<file path="src/rtl/bp_be_sys_arbiter.sv">
// bp_be_sys_arbiter
//
// Serializes system instructions (CSR ops, fences, traps) from the two issue
// lanes onto the single system pipe. Exactly one system instruction is in
// flight at a time. A one-entry hold buffer absorbs a same-cycle lane 1
// request so a dual-issue pair does not stall the issue stage.
//
// Ports:
//   clk_i            clock, all state on posedge
//   reset_i          asynchronous, active-high reset
//   lane0_v_i        older-lane request valid
//   lane0_payload_i  older-lane payload
//   lane0_ready_o    lane 0 accepted when lane0_v_i & lane0_ready_o
//   lane1_v_i        younger-lane request valid
//   lane1_payload_i  younger-lane payload
//   lane1_ready_o    lane 1 accepted when lane1_v_i & lane1_ready_o
//   flush_i          kills issued, held and incoming work
//   retire_v_i       in-flight system instruction retired
//   sys_v_o          one-cycle issue pulse to the system pipe
//   sys_payload_o    payload of the issued instruction
//   sys_lane_o       source lane of the issued instruction
//   busy_o           arbiter not idle or hold buffer occupied
//   hang_o           sticky: WAIT lasted timeout_p cycles
module bp_be_sys_arbiter #(
  parameter int payload_width_p = 128,
  parameter int timeout_p       = 1024
) (
  input  logic                       clk_i,
  input  logic                       reset_i,
  input  logic                       lane0_v_i,
  input  logic [payload_width_p-1:0] lane0_payload_i,
  output logic                       lane0_ready_o,
  input  logic                       lane1_v_i,
  input  logic [payload_width_p-1:0] lane1_payload_i,
  output logic                       lane1_ready_o,
  input  logic                       flush_i,
  input  logic                       retire_v_i,
  output logic                       sys_v_o,
  output logic [payload_width_p-1:0] sys_payload_o,
  output logic                       sys_lane_o,
  output logic                       busy_o,
  output logic                       hang_o
);

  typedef enum logic [1:0] {
    e_idle  = 2'd0,
    e_issue = 2'd1,
    e_wait  = 2'd2
  } state_e;

  localparam int cnt_width_lp = $clog2(timeout_p + 1);
  localparam logic [cnt_width_lp-1:0] timeout_lp = cnt_width_lp'(timeout_p);

  state_e                      state_r;
  logic [payload_width_p-1:0]  issue_payload_r;
  logic                        lane_r;
  logic                        hold_v_r;
  logic [payload_width_p-1:0]  hold_payload_r;
  logic [cnt_width_lp-1:0]     wait_cnt_r;
  logic                        hang_r;

  logic ready;
  logic accept0, accept1;

  assign ready   = (state_r == e_idle) & ~hold_v_r & ~flush_i;
  assign accept0 = lane0_v_i & ready;
  assign accept1 = lane1_v_i & ready;

  assign lane0_ready_o = ready;
  assign lane1_ready_o = ready;

  // The issue pulse is a decode of the ISSUE state, but a same-cycle flush
  // must suppress it, so flush_i gates it combinationally.
  assign sys_v_o       = (state_r == e_issue) & ~flush_i;
  assign sys_payload_o = issue_payload_r;
  assign sys_lane_o    = lane_r;
  assign busy_o        = (state_r != e_idle) | hold_v_r;
  assign hang_o        = hang_r;

  // NOTE: sequential state uses non-blocking assignments only, so every
  // register samples pre-edge values regardless of statement order.
  always_ff @(posedge clk_i or posedge reset_i) begin
    if (reset_i) begin
      state_r         <= e_idle;
      issue_payload_r <= '0;
      lane_r          <= 1'b0;
      hold_v_r        <= 1'b0;
      hold_payload_r  <= '0;
      wait_cnt_r      <= '0;
      hang_r          <= 1'b0;
    end else begin
      // Watchdog: runs on every WAIT cycle; cleared while in ISSUE, which is
      // the only way into WAIT.
      if (state_r == e_issue) begin
        wait_cnt_r <= '0;
      end else if (state_r == e_wait) begin
        if (wait_cnt_r != timeout_lp) wait_cnt_r <= wait_cnt_r + 1'b1;
        if (wait_cnt_r >= timeout_lp - 1'b1) hang_r <= 1'b1;
      end

      if (flush_i) begin
        // Flush outranks retire and drops any held younger-lane work.
        state_r  <= e_idle;
        hold_v_r <= 1'b0;
      end else begin
        case (state_r)
          e_idle: begin
            if (accept0) begin
              issue_payload_r <= lane0_payload_i;
              lane_r          <= 1'b0;
              state_r         <= e_issue;
              if (accept1) begin
                hold_v_r       <= 1'b1;
                hold_payload_r <= lane1_payload_i;
              end
            end else if (accept1) begin
              issue_payload_r <= lane1_payload_i;
              lane_r          <= 1'b1;
              state_r         <= e_issue;
            end
          end
          e_issue: state_r <= e_wait;
          e_wait: begin
            if (retire_v_i) begin
              if (hold_v_r) begin
                issue_payload_r <= hold_payload_r;
                lane_r          <= 1'b1;
                hold_v_r        <= 1'b0;
                state_r         <= e_issue;
              end else begin
                state_r <= e_idle;
              end
            end
          end
          default: state_r <= e_idle;
        endcase
      end
    end
  end

endmodule
</file>
<file path="config.mk">
export PLATFORM = sky130hd
export DESIGN_NAME = bp_be_sys_arbiter
export DESIGN_NICKNAME = d
export VERILOG_FILES = /design/src/rtl/bp_be_sys_arbiter.sv
export SDC_FILE = /design/constraint.sdc
export NUM_CORES = 1
export LEC_CHECK = 0
export BUFFER_PORTS_ARGS = -buffer_cell sky130_fd_sc_hd__buf_2
export CAP_MARGIN = 5
export CORE_ASPECT_RATIO = 0.9
export CORE_UTILIZATION = 42
export DETAILED_ROUTE_END_ITERATION = 16
export PLACE_DENSITY = 0.65
export SLEW_MARGIN = 10
export SYNTH_ARGS = -nofsm -noshare
export SYNTH_HDL_FRONTEND = slang
export SYNTH_SLANG_ARGS = --single-unit
export TNS_END_PERCENT = 30
</file>
<file path="constraint.sdc">
create_clock -name clk_i -period 17.84 [get_ports clk_i]
set_input_delay 0.892 -clock clk_i [delete_from_list [all_inputs] [get_ports clk_i]]
set_output_delay 0.892 -clock clk_i [all_outputs]
set_load 0.005 [all_outputs]
</file>
# [Word level (Yosys, flattened, before mapping)]
# Cells that the tools add are included.
[classes] add_sub_neg=1 multipliers=0 div=0 magnitude_cmp=1 n_eq_ne=10 n_shift=0 muxes=23 bitwise=9 n_reduce_logical=12
[op_table] op="$mux 128" count=4
[op_table] op="$pmux 128 s2" count=1
[op_table] op="$mux 11" count=3
[op_table] op="$ne 3x3->1 const B" count=4
[op_table] op="$add 11x1->11 const B" count=1
[op_table] op="$ge 11x10->1 const B" count=1
[op_table] op="$ne 11x11->1 const B" count=1
[op_table] op="$mux 1" count=8
[op_table] op="$mux 2" count=4
[op_table] op="$reduce_and 4->1" count=2
[op_table] op="$reduce_bool 2->1" count=4
[op_table] op="$pmux 2 s3" count=1
[op_table] op="$and 1x1->1" count=5
[op_table] op="$reduce_and 5->1" count=1
[op_table] op="$ne 2x2->1 const B" count=2
[op_table] op="$ne 4x4->1 const B" count=1
[op_table] op="$pmux 1 s2" count=2
[op_table] op="$reduce_and 2->1" count=2
[op_table] op="$not 1->1" count=3
[op_table] op="$reduce_and 3->1" count=1
[op_table] op="$reduce_bool 3->1" count=1
[op_table] op="$eq 2x1->1 const B" count=1
[op_table] op="$eq 2x2->1 const B" count=1
[op_table] op="$logic_not 2->1" count=1
[op_table] op="$or 1x1->1" count=1
[word_totals] reg_bits=272 latch_bits=0 mem_bits_rw=0 rom_bits=0 inputBits=262 out_inout_bits=134 word_cells=63 mem_count=0

# [Logic depth before layout (Yosys ltp)]
# Gate-level depths: netlist of run 1.
[logic_depth] word_depth=8 mapped_depth=9 mapped_depth_nobuf=6

# [Worst setup path after synthesis of run 1]
# No wires, ideal clock.
[synth_path] path_type="in2out" from="in flush_i" to="out lane1_ready_o" arrival_time_ns=1.456 required_time_ns=16.948 slack_ns=15.492 stages=4 n_path_buf=2 path_cell_list="buf_2 -> nand2b_1 -> nor2_1 -> buf_4"
[synth_via] elab_chain_len=2
[synth_rtl] element="from (decl)" line_no="36" rtl="input logic flush_i,"
[synth_rtl] element="$not 1->1 (no line)"
[synth_rtl] element="$and 1x1->1" line_no="65" rtl="assign ready = (state_r == e_idle) & ~hold_v_r & ~flush_i;"
[synth_rtl] element="to (decl)" line_no="35" rtl="output logic lane1_ready_o,"
# No other way between the ends.

# [Worst setup path after layout of run 1]
[layout_path] from="reg state_r[0]" to="reg hold_payload_r[72]"
[layout_via] elab_chain_len=5 word_cells_on_any_way=6 classes_between="4 x bitwise; 2 x reduce/logical"
[layout_rtl] element="from (decl)" line_no="54" rtl="state_e state_r;"
[layout_rtl] element="from (signal assigned)" line_no="84" rtl="state_r <= e_idle;"
[layout_rtl] element="from (signal assigned)" line_no="103" rtl="state_r <= e_idle;"
[layout_rtl] element="from (signal assigned)" line_no="111" rtl="state_r <= e_issue;"
[layout_rtl] element="$logic_not 2->1 *" line_no="65, 106"
[layout_rtl] element="$and 1x1->1 (2 in series)" line_no="65"
[layout_rtl] element="$and 1x1->1, on equally long branches" line_no="66, 67"
[layout_rtl] element="$reduce_and 4->1 (no line) *"
[layout_rtl] element="to (signal assigned)" line_no="114" rtl="hold_payload_r <= lane1_payload_i;"
[layout_rtl] element="to (decl)" line_no="58" rtl="logic [payload_width_p-1:0] hold_payload_r;"
# Every way passes the cells marked *; elsewhere a longest branch is shown, timed or not.
# A chain may end at the register's enable or synchronous reset.

==> flow_summary.ini, run 1 <==
[global_routing]
global_route_wire_length_before_repair_um = 61900
antenna_violations_before_repair = 6
grt_usage_pct = 22.3
overflow_left_after_global_routing = 0
pin_count_of_the_biggest_net_entering_global_routing = 186
via_count_of_the_first_global_routing_pass = 11200

[route]
route.detailed.wl_per_inst_um = 19.1
drtAntennaViolNets = 0
detail_route.vias_per_cell = 5.45
first_pass_detailed_route_iteration_total = 7
detailedRoute.firstIterationViolations = 740
drc_errors = 0
num_vias = 11200
wire_length_reported_by_the_detailed_router_um = 39300

[clock_tree]
number_of_buffers_created_by_cts = 31
cts_tree = done
clockBufferDepth = 3
clk_pin_slew_worst_paths_ps = 60
post-cts-setup-buffers = 0
cts-root-buf = clkbuf_16
clock_latency_ps = 570
h-tree-depth = 1
ctsHoldBuffers = 0
cts.sink_count = 272
postCtsResizedCells = 0

[power_and_ir_drop]
max-vdd-ir-drop_mv = 0.0817
power_density_mw_per_mm2 = 163
internal-power_mw = 1.87
swShare_pct = 33.8
netSwitchingPower_mw = 0.956
power.share.combinational_pct = 38.8
register_share_of_total_power_pct = 38.0
power.leakage_nw = 9.12
clock_power_share_pct = 23.2

[synth]
synth_sequential_area_ratio_pct = 47.8
ys_warn_count = 0
synth.area.mux_share_pct = 13.0
synth.avg_cell_area_um2 = 11.3
synthCells = 1259
synth-async-reset-ratio_pct = 100
yosys.area_share.simple_pct = 7.48
synthDistinctLibCells = 46
synthesized_area_fraction_occupied_by_ao_oa_aoi_and_oai_cells_pct = 22.9
synth_edf_count = 0
synth_xor_area_share_pct = 0
synth_top_family_by_area = compound AO/OA/AOI/OAI gates
synth_fp_nets = 1528
yosys.area_share.adder_pct = 0.615
syn_area_mm2 = 0.0142
synth_seq_cells = 272
synth_ff_type = dfrtp_1

[worst_setup_path]
worst_setup_path_endpoint = hold_payload_r[72]
setup.reg_to_reg.worst_slack_ps = 13990
endpoint_of_the_most_critical_register_to_register_path = hold_payload_r[72]
r2r_startpoint = state_r[0]
worst_setup_path_startpoint = state_r[0]
cp.required_ps = 18290
worst-path-max-fanout = 85
worstSetupPathType = flip-flop to flip-flop
endpoint_kind = flip-flop
cp_data_arrival_time_ps = 4300
r2r.worst_path.cells = 6
critPathLaunchType = flip-flop

[floorplanning]
ios = 396
die_h_um = 177
std_cell_rows = 63
design.die.area_mm2 = 0.0347
initial_core_util_pct = 42.9
design.core.area_mm2 = 0.0332
die_x_um = 196

[timing]
period_needed_ps = 3850
tightest_slew_ps = 1060
relSlewSlack_pct = 29.0
finalSetupViolCount = 0
fin_skew_ps = 20.3
finalHoldViolCount = 0
max_freq_ghz = 0.260
rsz_0062_raised_after_global_routing = false
min_period_over_period_pct = 21.6
total_negative_setup_slacks_ps = 0
finalMaxSlewViolations = 0

[placed_design]
place.detailed.hpwl_um = 24200
portBuffers = 395
last_weighted_congestion_value_of_the_routability_driven_placer = 0.772

[run_status]
run_status = finished clean

[finish]
final_core_utilization_pct = 52.3
nets = 1847
post_route_cells_drive_above_1_share_pct = 36.7
areaGrowthSynthToFinish_pct = 21.8

[min_path]
hold_path.class = input pin to asynchronous set/reset pin

[flow_run]
timing.max_cap.violations = 0
## cells in the final DEF (no fill, tap or decap), drive strengths merged, types with 2 or more instances in the layout
master | synthesis | routed
ha | 7 | 7
a31oi | 3 | 3
o21ai | 10 | 10
bufinv | 0 | 2
nor2b | 132 | 132
nor2 | 9 | 9
a32o | 128 | 128
a21oi | 136 | 136
nand2b | 5 | 5
o41ai | 3 | 3
nand3 | 5 | 5
dfrtp | 272 | 272
diode | 0 | 4
nor3 | 2 | 2
mux2 | 129 | 129
mux2i | 2 | 2
clkinv | 0 | 8
inv | 136 | 137
a211o | 128 | 128
nand2 | 7 | 7
clkbuf | 71 | 46
nand4 | 3 | 3
buf | 50 | 407
and2 | 2 | 2
## power by group through the flow
stage          Clock [mW]  Sequential (mW)  Combinational (mW)
6_report            0.658             1.07                1.10
2_1_floorplan           0             1.06               0.765
4_1_cts             0.676             1.07                1.11
5_1_grt             0.699             1.11                1.22
3_3_place_gp            0             1.07                1.08
3_5_place_dp            0             1.08                1.10
## per-layer routing
layer,up-vias,wire length [um],track usage [%]
met5,-,29,0
met4,4,1360,8.24
met3,83,2270,4.71
met2,352,18200,35.1
met1,5598,17500,30.4
li1,5207,-,-
## layout make-up
class,instances,area (um2)
Antenna cell,4,10.0
Clock buffer,46,952
Tap cell,455,569
Sequential cell,272,6810
Clock inverter,12,116
Timing Repair Buffer,407,2080
Fill cell,2994,15800
Multi-Input combinational cell,730,6310
Inverter,136,518
## worst max-delay path, cell delays in order (launching register included)
cell and delay, ps:
dfrtp_1 420, inv_1 140, ha_1 350, and4bb_4 950, nand2_8 650, buf_4 660
mux2_4 410
## cells by family after synthesis
| logic type | after synthesis |
|---|---|
| mux | 131 |
| fa+ha+maj | 7 |
| simple gates | 174 |
| buf+inv | 257 |
| compound gates | 418 |
| flops | 272 |
## how the worst min path moves through the flow
stage,to,cells past startpoint
final,hold_payload_r[115],2
after global routing,sys_payload_o[117],2
after CTS,sys_payload_o[70],2
after detailed placement,hang_o,1
after global placement,hang_o,1
after floorplan,hang_o,1
## cell usage after synthesis, types with 2 or more instances
cell | number | area [um2]
clkbuf_1 | 71 | 267
buf_1 | 3 | 11.3
mux2_1 | 9 | 101
nand3_1 | 5 | 25.0
o41ai_1 | 3 | 26.3
nor2_1 | 9 | 33.8
inv_1 | 136 | 510
and2_1 | 2 | 12.5
o21ai_0 | 10 | 50.1
nor2b_1 | 132 | 826
buf_6 | 22 | 248
buf_4 | 9 | 67.6
a21oi_1 | 136 | 681
dfrtp_1 | 272 | 6810
a211o_1 | 128 | 1120
nand2_1 | 6 | 22.5
nand2b_1 | 5 | 31.3
nor3_1 | 2 | 10.0
mux2_2 | 20 | 225
mux2_4 | 100 | 1500
nand4_1 | 3 | 18.8
a32o_1 | 128 | 1280
buf_2 | 16 | 80.1
a31oi_1 | 3 | 18.8
ha_1 | 7 | 87.6
mux2i_1 | 2 | 20.0
## flip-flops by register name (all words and copies together), names as in the netlist
name / flops
hold_payload_r: 128
sys_payload_o: 128
wait_cnt_r: 11
state_r: 2
hang_o: 1
hold_v_r: 1
sys_lane_o: 1
## per-stage QoR
stage / total power [mW] / setup WS, ps / cells / cell area [um2] / hold slack (ps)
after detailed placement: 2.18 / 13780 / 2000 / 16300 / 467
after CTS: 2.86 / 13990 / 2058 / 17300 / 443
after floorplan: 1.83 / 9450 / 1259 / 14200 / 451
after global routing: 3.03 / 13720 / 2062 / 17400 / 480
after global placement: 2.15 / 13850 / 2000 / 16300 / 440
final: 2.83 / 13990 / 2062 / 17400 / 441
Note: power is estimated with default switching activity, not from simulation.
==> run 2: changes to the inputs <==
--- a/config.mk
+++ b/config.mk
@@ -5,6 +5,7 @@
 export SDC_FILE = /design/constraint.sdc
 export NUM_CORES = 1
 export LEC_CHECK = 0
+export ABC_AREA = 1
 export BUFFER_PORTS_ARGS = -buffer_cell sky130_fd_sc_hd__buf_2
 export CAP_MARGIN = 5
 export CORE_ASPECT_RATIO = 0.9
==> constraint.sdc (replaced) <==
create_clock -name clk_i -period 3.55 [get_ports clk_i]
set_input_delay 0.1775 -clock clk_i [delete_from_list [all_inputs] [get_ports clk_i]]
set_output_delay 0.1775 -clock clk_i [all_outputs]
set_load 0.005 [all_outputs]
==> run 2 against run 1 <==
Net effect:
- setup slack got worse by 13000 ps
- clock power increased to 5.0 times the previous value
- global-route usage increased by 4.3 points
- routed wire length increased by 21%
- hold slack got worse by 390 ps
==> flow_summary.ini, run 2 <==
[finish]
layout.filler_cells = 3253
nets = 2809
areaGrowthSynthToFinish_pct = 31.0
multi_input_area_mm2 = 0.00611
area.sequential_mm2 = 0.00681
final_core_utilization_pct = 56.1
mostFrequentLayoutCell = nand2_1
mostFrequentLayoutCells = 947 x nand2_1, 394 x buf_2, 275 x inv_1
post_route_cells_drive_above_1_share_pct = 18.5

[floorplanning]
ios = 396
design.die.area_mm2 = 0.0355
initial_core_util_pct = 42.8
std_cell_rows = 64
design.core.area_mm2 = 0.0341
die_h_um = 179
die_x_um = 199

[timing]
finalMaxSlewViolations = 0
relSlewSlack_pct = 17.0
finalSetupViolCount = 0
period_needed_ps = 3000
hold_ws_ps = 49.2
tightest_slew_ps = 1250
max_freq_ghz = 0.333
min_period_over_period_pct = 84.6
fin_skew_ps = 10.3
rsz_0062_raised_after_global_routing = false
finalHoldViolCount = 0

[global_routing]
global_route_wire_length_before_repair_um = 75300
overflow_left_after_global_routing = 0
antenna_violations_before_repair = 3
pin_count_of_the_biggest_net_entering_global_routing = 141
grt_usage_pct = 26.7
via_count_of_the_first_global_routing_pass = 14600

[synth]
synth_fp_nets = 2371
synth_commonest_cells = 948 x nand2_1, 277 x inv_1, 272 x dfrtp_1
netlist_top_cells_area = dfrtp_1 47%, nand2_1 24%, inv_1 7.1%
synthCells = 2102
synth_edf_count = 0
synth_most_common_cell = nand2_1
synth-async-reset-ratio_pct = 100
yosys.area_share.adder_pct = 0.600
synth_seq_cells = 272
yosys.area_share.simple_pct = 35.7
synth.avg_cell_area_um2 = 6.95
synthesized_area_fraction_occupied_by_ao_oa_aoi_and_oai_cells_pct = 5.00
synth_top_cell_by_area = dfrtp_1
syn_area_mm2 = 0.0146
synth_sequential_area_ratio_pct = 46.6
synthDistinctLibCells = 24
synth_ff_type = dfrtp_1
synth_xor_area_share_pct = 0.180
ys_warn_count = 0
synth_largest_type_area_fraction_pct = 46.6
synth_top_family_by_area = simple AND/OR/NAND/NOR gates
synth.area.mux_share_pct = 0

[power_and_ir_drop]
power_density_mw_per_mm2 = 736
max-vdd-ir-drop_mv = 0.397
power.leakage_nw = 11.2

[run_status]
run_status = finished clean

[clock_tree]
h-tree-depth = 2
clock_latency_ps = 500
post-cts-setup-buffers = 0
cts-root-buf = clkbuf_16
number_of_buffers_created_by_cts = 34
clockBufferDepth = 3
clk_pin_slew_worst_paths_ps = 50
cts_tree = done
cts.sink_count = 272

[route]
drc_errors = 0
detail_route.vias_per_cell = 5.05
route.detailed.wl_per_inst_um = 15.8
first_pass_detailed_route_iteration_total = 5
drtAntennaViolNets = 0
num_vias = 15200
wire_length_reported_by_the_detailed_router_um = 47800
detailedRoute.firstIterationViolations = 1069

[worst_setup_path]
endpoint_kind = flip-flop
cpMostUsedCell = nand2_1
cp_data_arrival_time_ps = 3390
worst-path-max-fanout = 88
crit_slowest_cell = buf_4
worstSetupPathType = flip-flop to flip-flop
worst_path_largest_cell_delay_ps = 930
cells_along_the_critical_path = inv_1, ha_1, inv_2, nor2_4, nand3_4, buf_4, buf_4, nand2_1, nand3_1, nand2_1, nand2_1, nand2_1
critPathLaunchType = flip-flop
cp.required_ps = 3930

[placed_design]
last_weighted_congestion_value_of_the_routability_driven_placer = 0.841
place.detailed.hpwl_um = 29000
portBuffers = 395

[min_path]
hold_path.class = input pin to flip-flop

[flow_run]
timing.max_cap.violations = 0
## run 2: cell count changes after synthesis, moves of 15 or more
| cell | previous run | this run |
|---|---|---|
| a32o_1 | 128 | 0 |
| nand2_1 | 6 | 948 |
| a211o_1 | 128 | 0 |
| mux2_2 | 20 | 0 |
| buf_6 | 22 | 0 |
| buf_2 | 16 | 60 |
| nor2b_1 | 132 | 0 |
| inv_1 | 136 | 277 |
| nand4_1 | 3 | 130 |
| o21ai_0 | 10 | 25 |
| a21oi_1 | 136 | 2 |
| mux2_4 | 100 | 0 |
| nand3_1 | 5 | 148 |
| o21ai_1 | 0 | 113 |
## run 2: worst max-delay path: cells and delay by family (launching register included)
family,cells,cell delay (ps)
adder cells (fa/ha/maj),1,280
flip-flops,1,410
AND/OR/NAND/NOR,7,500
buffers and inverters,4,1600
## run 2: path summary, 6_finish.rpt
check / cells past startpoint / slack (ps) / end / start
setup / recovery: 12 / 550 / sys_payload_o[88] / state_r[0]
hold / removal: 3 / 50 / hold_payload_r[80] / lane1_payload_i[80]
setup reg to reg: 12 / 550 / sys_payload_o[88] / state_r[0]
hold reg to reg: 1 / 450 / hang_o / hang_o
max in group asynchronous: 4 / 2190 / sys_payload_o[100] / reset_i
min in group asynchronous: 3 / 460 / sys_payload_o[67] / reset_i
## run 2: metal layers
metal	wire length, um	GRT usage [%]
met4	1870	11.2
met1	20400	35.2
met2	22000	43.0
met5	8	0
met3	3480	4.93
## run 2: cells by family (layout without fill, tap and decap cells)
kind of cell    after synthesis  after routing
other cells                   0              1
xor+xnor                      3              3
buf+inv                     427            880
compound gates              144            144
simple gates               1249           1249
fa+ha+maj                     7              7
flops                       272            272
## run 2: cell type report
cell class                      count  share of cell area, %
Antenna cell                        1                 0.0131
Clock buffer                       49                   5.28
Clock inverter                      2                  0.203
Inverter                          282                   5.59
Multi-Input combinational cell   1403                   31.9
Sequential cell                   272                   35.6
Tap cell                          462                   3.02
Timing Repair Buffer              547                   18.4
## run 2: timing repair
| action | 4_1_cts | 5_1_grt |
|---|---|---|
| hold buffers | 128 | 0 |
| resized for setup | 0 | 0 |
| hold endpoints to repair | 158 | 0 |
## run 2: power by group
group / total (mW) / switching [mW] / internal (mW)
clock network: 3.32 / 1.30 / 2.03
registers: 5.33 / 0.821 / 4.51
logic: 5.44 / 3.42 / 2.02
## run 2: metrics by stage
step	setup TNS (ps)	setup WS, ps	instance area (um2)	std cells	power (mW)
floorplan	-60630	-223	14600	2102	8.73
global placement	0	628	16800	2838	10.5
detailed placement	0	578	16800	2838	10.7
CTS	0	566	19100	3017	14.2
global route	0	279	19100	3018	15.2
finish	0	548	19100	3018	14.1
